==> config.mk <==
export PLATFORM = sky130hd
export DESIGN_NAME = fir_filter_param
export DESIGN_NICKNAME = d
export VERILOG_FILES = /design/src/rtl/fir_pkg.sv /design/src/rtl/fir_coef_bank.sv /design/src/rtl/fir_filter_param.sv
export SDC_FILE = /design/constraint.sdc
export NUM_CORES = 1
export LEC_CHECK = 0
export ABC_AREA = 1
export ABC_CLOCK_PERIOD_IN_PS = 9370
export CORE_UTILIZATION = 65
export DETAILED_ROUTE_END_ITERATION = 8
export DONT_BUFFER_PORTS = 1
export GPL_TIMING_DRIVEN = 0
export HOLD_SLACK_MARGIN = 0.03
export PLACE_DENSITY = 0.81
export SLEW_MARGIN = 20
export SYNTH_ARGS = -nofsm -noshare
export SYNTH_HDL_FRONTEND = slang
export SYNTH_HIERARCHICAL = 1
export SYNTH_SLANG_ARGS = --single-unit
==> constraint.sdc <==
create_clock -name clk -period 9.37 [get_ports clk]
set_input_delay 1.874 -clock clk [delete_from_list [all_inputs] [get_ports clk]]
set_output_delay 1.874 -clock clk [all_outputs]
set_load 0.02 [all_outputs]
==> src/rtl/fir_pkg.sv <==
// rtl/fir_pkg.sv - shared widths, reset coefficients and output narrowing for fir_filter_param
// Purpose: compile-time helpers shared by fir_filter_param and fir_coef_bank.
// Ports: none (package).
// Macro FIR_SAT_EN: defined -> round_narrow clamps to the signed out_w range;
//                   undefined -> round_narrow keeps the low out_w bits (wrap).
package fir_pkg;

  // Working type for rounding and narrowing. It must be wider than the
  // accumulator so that the rounding add can never overflow.
  typedef logic signed [63:0] wide_t;

  // Only tap 0 comes out of reset non-zero, which makes the filter a passthrough.
  localparam int COEF_RESET_TAP0 = 1;

  function automatic int acc_width(input int data_w, input int coef_w, input int taps);
    return data_w + coef_w + $clog2(taps);
  endfunction

  function automatic int coef_reset(input int k);
    return (k == 0) ? COEF_RESET_TAP0 : 0;
  endfunction

  // Round half up, arithmetic shift, then narrow to out_w bits.
  // The result is sign-extended back to wide_t so callers only truncate.
  function automatic wide_t round_narrow(input wide_t acc, input int shift, input int out_w);
    wide_t r;
`ifdef FIR_SAT_EN
    wide_t hi;
    wide_t lo;
`endif
    r = acc;
    if (shift > 0) r = r + (wide_t'(1) <<< (shift - 1));
    r = r >>> shift;
`ifdef FIR_SAT_EN
    hi = (wide_t'(1) <<< (out_w - 1)) - wide_t'(1);
    lo = -hi - wide_t'(1);
    if (r > hi) r = hi;
    else if (r < lo) r = lo;
`else
    r = (r <<< (64 - out_w)) >>> (64 - out_w);
`endif
    return r;
  endfunction

endpackage

==> src/rtl/fir_coef_bank.sv <==
// rtl/fir_coef_bank.sv - runtime-writable coefficient register file for fir_filter_param
// Purpose: holds TAPS signed coefficients; reset value is passthrough (c[0]=1).
// Ports:
//   clk, reset        clock, asynchronous active-high reset
//   coef_we           write strobe
//   coef_addr         tap index; addresses >= TAPS match no entry and are dropped
//   coef_wdata        signed coefficient value
//   coefs             all coefficients, tap k at [k*COEF_W +: COEF_W]
module fir_coef_bank
  import fir_pkg::*;
#(
  parameter int TAPS   = 4,
  parameter int COEF_W = 8
) (
  input  logic                      clk,
  input  logic                      reset,
  input  logic                      coef_we,
  input  logic [$clog2(TAPS)-1:0]   coef_addr,
  input  logic signed [COEF_W-1:0]  coef_wdata,
  output logic [TAPS*COEF_W-1:0]    coefs
);

  logic signed [COEF_W-1:0] coef_q [TAPS];

  always_ff @(posedge clk or posedge reset) begin
    if (reset) begin
      for (int k = 0; k < TAPS; k++) coef_q[k] <= COEF_W'(coef_reset(k));
    end else if (coef_we) begin
      // Per-entry compare: an out-of-range address simply matches nothing.
      for (int k = 0; k < TAPS; k++) begin
        if (int'(coef_addr) == k) coef_q[k] <= coef_wdata;
      end
    end
  end

  always_comb begin
    coefs = '0;
    for (int k = 0; k < TAPS; k++) coefs[k*COEF_W +: COEF_W] = coef_q[k];
  end

endmodule

==> src/rtl/fir_filter_param.sv <==
// rtl/fir_filter_param.sv - parametrised two-stage pipelined signed FIR filter
// Purpose: y = sum c[k]*x[n-k], rounded by SHIFT and narrowed to OUT_W.
//   Stage 1 registers the TAPS products of the shifted delay line,
//   stage 2 registers the summed, rounded, narrowed result.
//   Latency 2 cycles, one sample per cycle, gaps preserved.
// Macro FIR_SAT_EN: defined -> saturating narrow; undefined -> wrapping narrow.
// Ports:
//   clk, reset        clock, asynchronous active-high reset (all state incl. coefficients)
//   clear             synchronous flush of delay line and pipeline; coefficients kept
//   in_valid, in_data signed input sample qualifier and value
//   coef_we, coef_addr, coef_wdata  coefficient write port
//   out_valid         one-cycle pulse per result
//   out_data          signed result, held while out_valid is low
module fir_filter_param
  import fir_pkg::*;
#(
  parameter int DATA_W = 8,
  parameter int COEF_W = 8,
  parameter int TAPS   = 4,
  parameter int OUT_W  = 16,
  parameter int SHIFT  = 0
) (
  input  logic                      clk,
  input  logic                      reset,
  input  logic                      clear,
  input  logic                      in_valid,
  input  logic signed [DATA_W-1:0]  in_data,
  input  logic                      coef_we,
  input  logic [$clog2(TAPS)-1:0]   coef_addr,
  input  logic signed [COEF_W-1:0]  coef_wdata,
  output logic                      out_valid,
  output logic signed [OUT_W-1:0]   out_data
);

  localparam int ACC_W  = acc_width(DATA_W, COEF_W, TAPS);
  localparam int PROD_W = DATA_W + COEF_W;

  logic [TAPS*COEF_W-1:0]   coefs;
  logic signed [DATA_W-1:0] line_q [TAPS];
  logic signed [DATA_W-1:0] line_d [TAPS];
  logic signed [PROD_W-1:0] prod_q [TAPS];
  logic signed [PROD_W-1:0] prod_d [TAPS];
  logic                     prod_valid;
  logic signed [ACC_W-1:0]  acc;
  logic signed [OUT_W-1:0]  out_d;

  fir_coef_bank #(
    .TAPS   (TAPS),
    .COEF_W (COEF_W)
  ) u_coef_bank (
    .clk        (clk),
    .reset      (reset),
    .coef_we    (coef_we),
    .coef_addr  (coef_addr),
    .coef_wdata (coef_wdata),
    .coefs      (coefs)
  );

  // Products use the line as it will be after this sample shifts in, and the
  // coefficients before any write on this same edge takes effect.
  always_comb begin
    line_d[0] = in_data;
    for (int k = 1; k < TAPS; k++) line_d[k] = line_q[k-1];
    for (int k = 0; k < TAPS; k++) begin
      prod_d[k] = PROD_W'(line_d[k]) * PROD_W'($signed(coefs[k*COEF_W +: COEF_W]));
    end
  end

  always_comb begin
    acc = '0;
    for (int k = 0; k < TAPS; k++) acc = acc + ACC_W'(prod_q[k]);
    out_d = OUT_W'(round_narrow(wide_t'(acc), SHIFT, OUT_W));
  end

  always_ff @(posedge clk or posedge reset) begin
    if (reset) begin
      line_q     <= '{default: '0};
      prod_q     <= '{default: '0};
      prod_valid <= 1'b0;
      out_valid  <= 1'b0;
      out_data   <= '0;
    end else if (clear) begin
      // out_data is left alone: it only ever changes together with out_valid.
      line_q     <= '{default: '0};
      prod_q     <= '{default: '0};
      prod_valid <= 1'b0;
      out_valid  <= 1'b0;
    end else begin
      if (in_valid) begin
        line_q <= line_d;
        prod_q <= prod_d;
      end
      prod_valid <= in_valid;
      out_valid  <= prod_valid;
      if (prod_valid) out_data <= out_d;
    end
  end

endmodule
==> metrics.txt <==
Mapped Cells ~2300; # rows 59; Max Freq about 170 MHz; synth unique cells between 40 and 50; critical path required time ~9.7 ns; initial antenna violation count 0; Clk Latency, worst-skew pair ~0.44 ns; ys flop type dfrtp_1; Hold Path Class reg2reg; final slew viol count 0; Inserted Clock Buffers 17; diodes inserted 0; port bufs 0; r2r setup slk between 4 and 5 ns; Reg clk slew, reported paths approximately 0.060 ns; share of the synthesized area in the top cell type between 20% and 30%; Mapped Area 17500 µm²; Worst path slowest cell o21ai_0; DRC Markers 4; Fin. Hold Viols 0; Initial Utilization roughly 67%; drt wl/cell around 16 µm; clock skew about 0.011 ns; most used cell, CP fa_1; clock sinks ~140; Core Region roughly 26000 µm²; Post-Syn Nets between 2000 and 3000; DP Wirelength between 30 and 40 mm; # IOs 40; top cells by count, synth 618 x nand2_1, 597 x inv_1, 250 x fa_1; largest net degree at the start of global routing 80; post-layout net count 2682; vias in the first global route roughly 15000; ratio of cells with drive above 1 in the final layout under 10%; area delta synth->final 6.049%; crit path launch in_data[7]; CTS H-tree lvls 4; CP Class in2reg; CTS tree done; global route overflow 0; yosys warns 6; # setup viols final 0; Tot Pwr about 0.0035 W; post-route clock period utilization between 60 and 70%; Worst Hold Launch u_coef_bank/coefs[0]; crit-path max cell delay between 0.6 and 0.7 ns; r2r startpoint u_coef_bank/coefs[2]; number of fill cells roughly 2000; global-route wire length before repair just over 70 mm; unrepaired setup endpoints after global routing no; Setup Buffers After CTS 0; vias per cell 5.424; register bit total from synthesis around 140; final WL about 43 mm; number of synthesized flops with an enable pin 0; Worst setup EP type flip-flop; Slew headroom between 40% and 50%; setup TNS 0 ns; chip height 166.1 µm; remaining antenna violation count after routing 0; critical-path cell list clkbuf_1, nand2_1, fa_1, fa_1, inv_1, fa_1, inv_1, fa_1, inv_1, ha_1, a21oi_1, nand3_1, o21ai_0, nand2_1; CP top delay family adder cells; chip width 166.1 µm; via count approximately 14000; Synth area leader fa_1; Power Density about 190 nW/µm²; initial DRC count roughly 1100; status finished with violations; failing checks DRC; asr flop ratio synth 100.0%; Synth Area per Inst slightly below 8 µm²; first-pass detailed-route iteration total 9; count leader, synth nand2_1; Max FO, Critical Path 9; WP buf/inv 4; total global-route track usage between 30% and 40%; startpoint types input port; maxcap violations 0; Leak 11.27 nW; final setup margin about 3.6 ns; CTS root buf clkbuf_16; post-CTS sizing 0; Peak VDD IR between 0.1 and 0.15 mV; hold_buf cts 0; deepest clock path buffer count 2; WP data arrival roughly 6 ns; sequential area share after synthesis ~20%; Min Clock Period, post-route around 5.8 ns; GPL Wtd Cong 0.9155; Worst-Margin Slew about 0.77 ns; DIE AREA approximately 28000 µm²; Area contributors post-synth fa_1 29%, dfrtp_1 20%, nand2_1 13%; Place WS between 3 and 4 ns
## where the power goes
group	leakage, nW	switching [W]	total, W	internal (W)
Combinational	9.16	0.00123	0.00195	0.000718
Clock	0.278	0.000284	0.000699	0.000415
Sequential	1.82	0.000146	0.000842	0.000697
## final cells by class
cell class              instances  area, µm²  share of cell area (%)
plain buffers                  87      407.9                   2.198
clock buffers                  20      466.7                   2.515
clock inverters                12      140.1                  0.7551
inverters                     602       2265                   12.20
multi-input cells            1431      11380                   61.31
flip-flops and latches        138       3455                   18.62
well taps                     335      419.2                   2.259
repair buffers                  1      27.53                  0.1483
## cell usage in the layout, fill, tap and decap left out, types with 7 or more instances in the layout
| master | n |
|---|---|
| a21o_1 | 10 |
| nor2_1 | 99 |
| clkbuf_1 | 61 |
| a22o_1 | 16 |
| o22ai_1 | 9 |
| nand2_2 | 7 |
| ha_1 | 131 |
| buf_2 | 12 |
| xnor2_1 | 11 |
| inv_1 | 595 |
| o21ai_1 | 25 |
| clkbuf_16 | 17 |
| fa_1 | 250 |
| nand3_1 | 89 |
| xor2_1 | 7 |
| a21oi_1 | 39 |
| nand2_1 | 618 |
| dfrtp_1 | 137 |
| nand4_1 | 28 |
| o21ai_0 | 50 |
## worst register-to-register path: cells and delay by family (launching register included)
family                     cells  cell delay, ns
DFF                            1            0.36
buffers and inverters          4            0.50
and+or+nand+nor                3            0.44
adders and majority gates      5            2.34
AOI/OAI and AO/OA              2            0.88
## final timing paths
kind                                        end  cells past startpoint
min in group asynchronous             line_d[8]                      1
min                        u_coef_bank/coefs[0]                      2
max reg2reg                          prod_q[59]                     14
max in group asynchronous           out_data[4]                      2
max                                  prod_q[59]                     14
min reg2reg                u_coef_bank/coefs[0]                      2
## state kept, by name, summed over array words and instances, names as in the netlist
name,cells
out_valid,1
out_data,16
line_d,24
u_coef_bank/coefs,32
prod_valid,1
prod_q,64
## per-layer routing
layer	share of wire (%)	routed length, µm	track usage [%]
met1	41	17350	42.41
met2	47	20070	54.38
met3	8.4	3606	5.529
met4	3.8	1642	14.47
met5	0	0	0
## cells by family after synthesis
| logic type | after synthesis | share of synthesized area (%) |
|---|---|---|
| adder cells (fa/ha/maj) | 381 | 37.97 |
| XOR/XNOR | 18 | 0.9009 |
| AO/OA/AOI/OAI | 175 | 6.042 |
| flip-flops | 138 | 19.74 |
| AND/OR/NAND/NOR | 857 | 20.11 |
| buffers and inverters | 689 | 15.24 |
## through the flow
step,cells,hold WS [ns],util (%),instance area [µm²]
floorplan,2258,0.4400,-,17500
global placement,2593,0.4516,68.37,17920
detailed placement,2594,0.4507,68.50,17950
CTS,2626,0.4610,70.81,18560
global route,2626,0.4955,70.81,18560
finish,2626,0.4651,70.81,18560
Note: power is estimated with default switching activity, not from simulation.
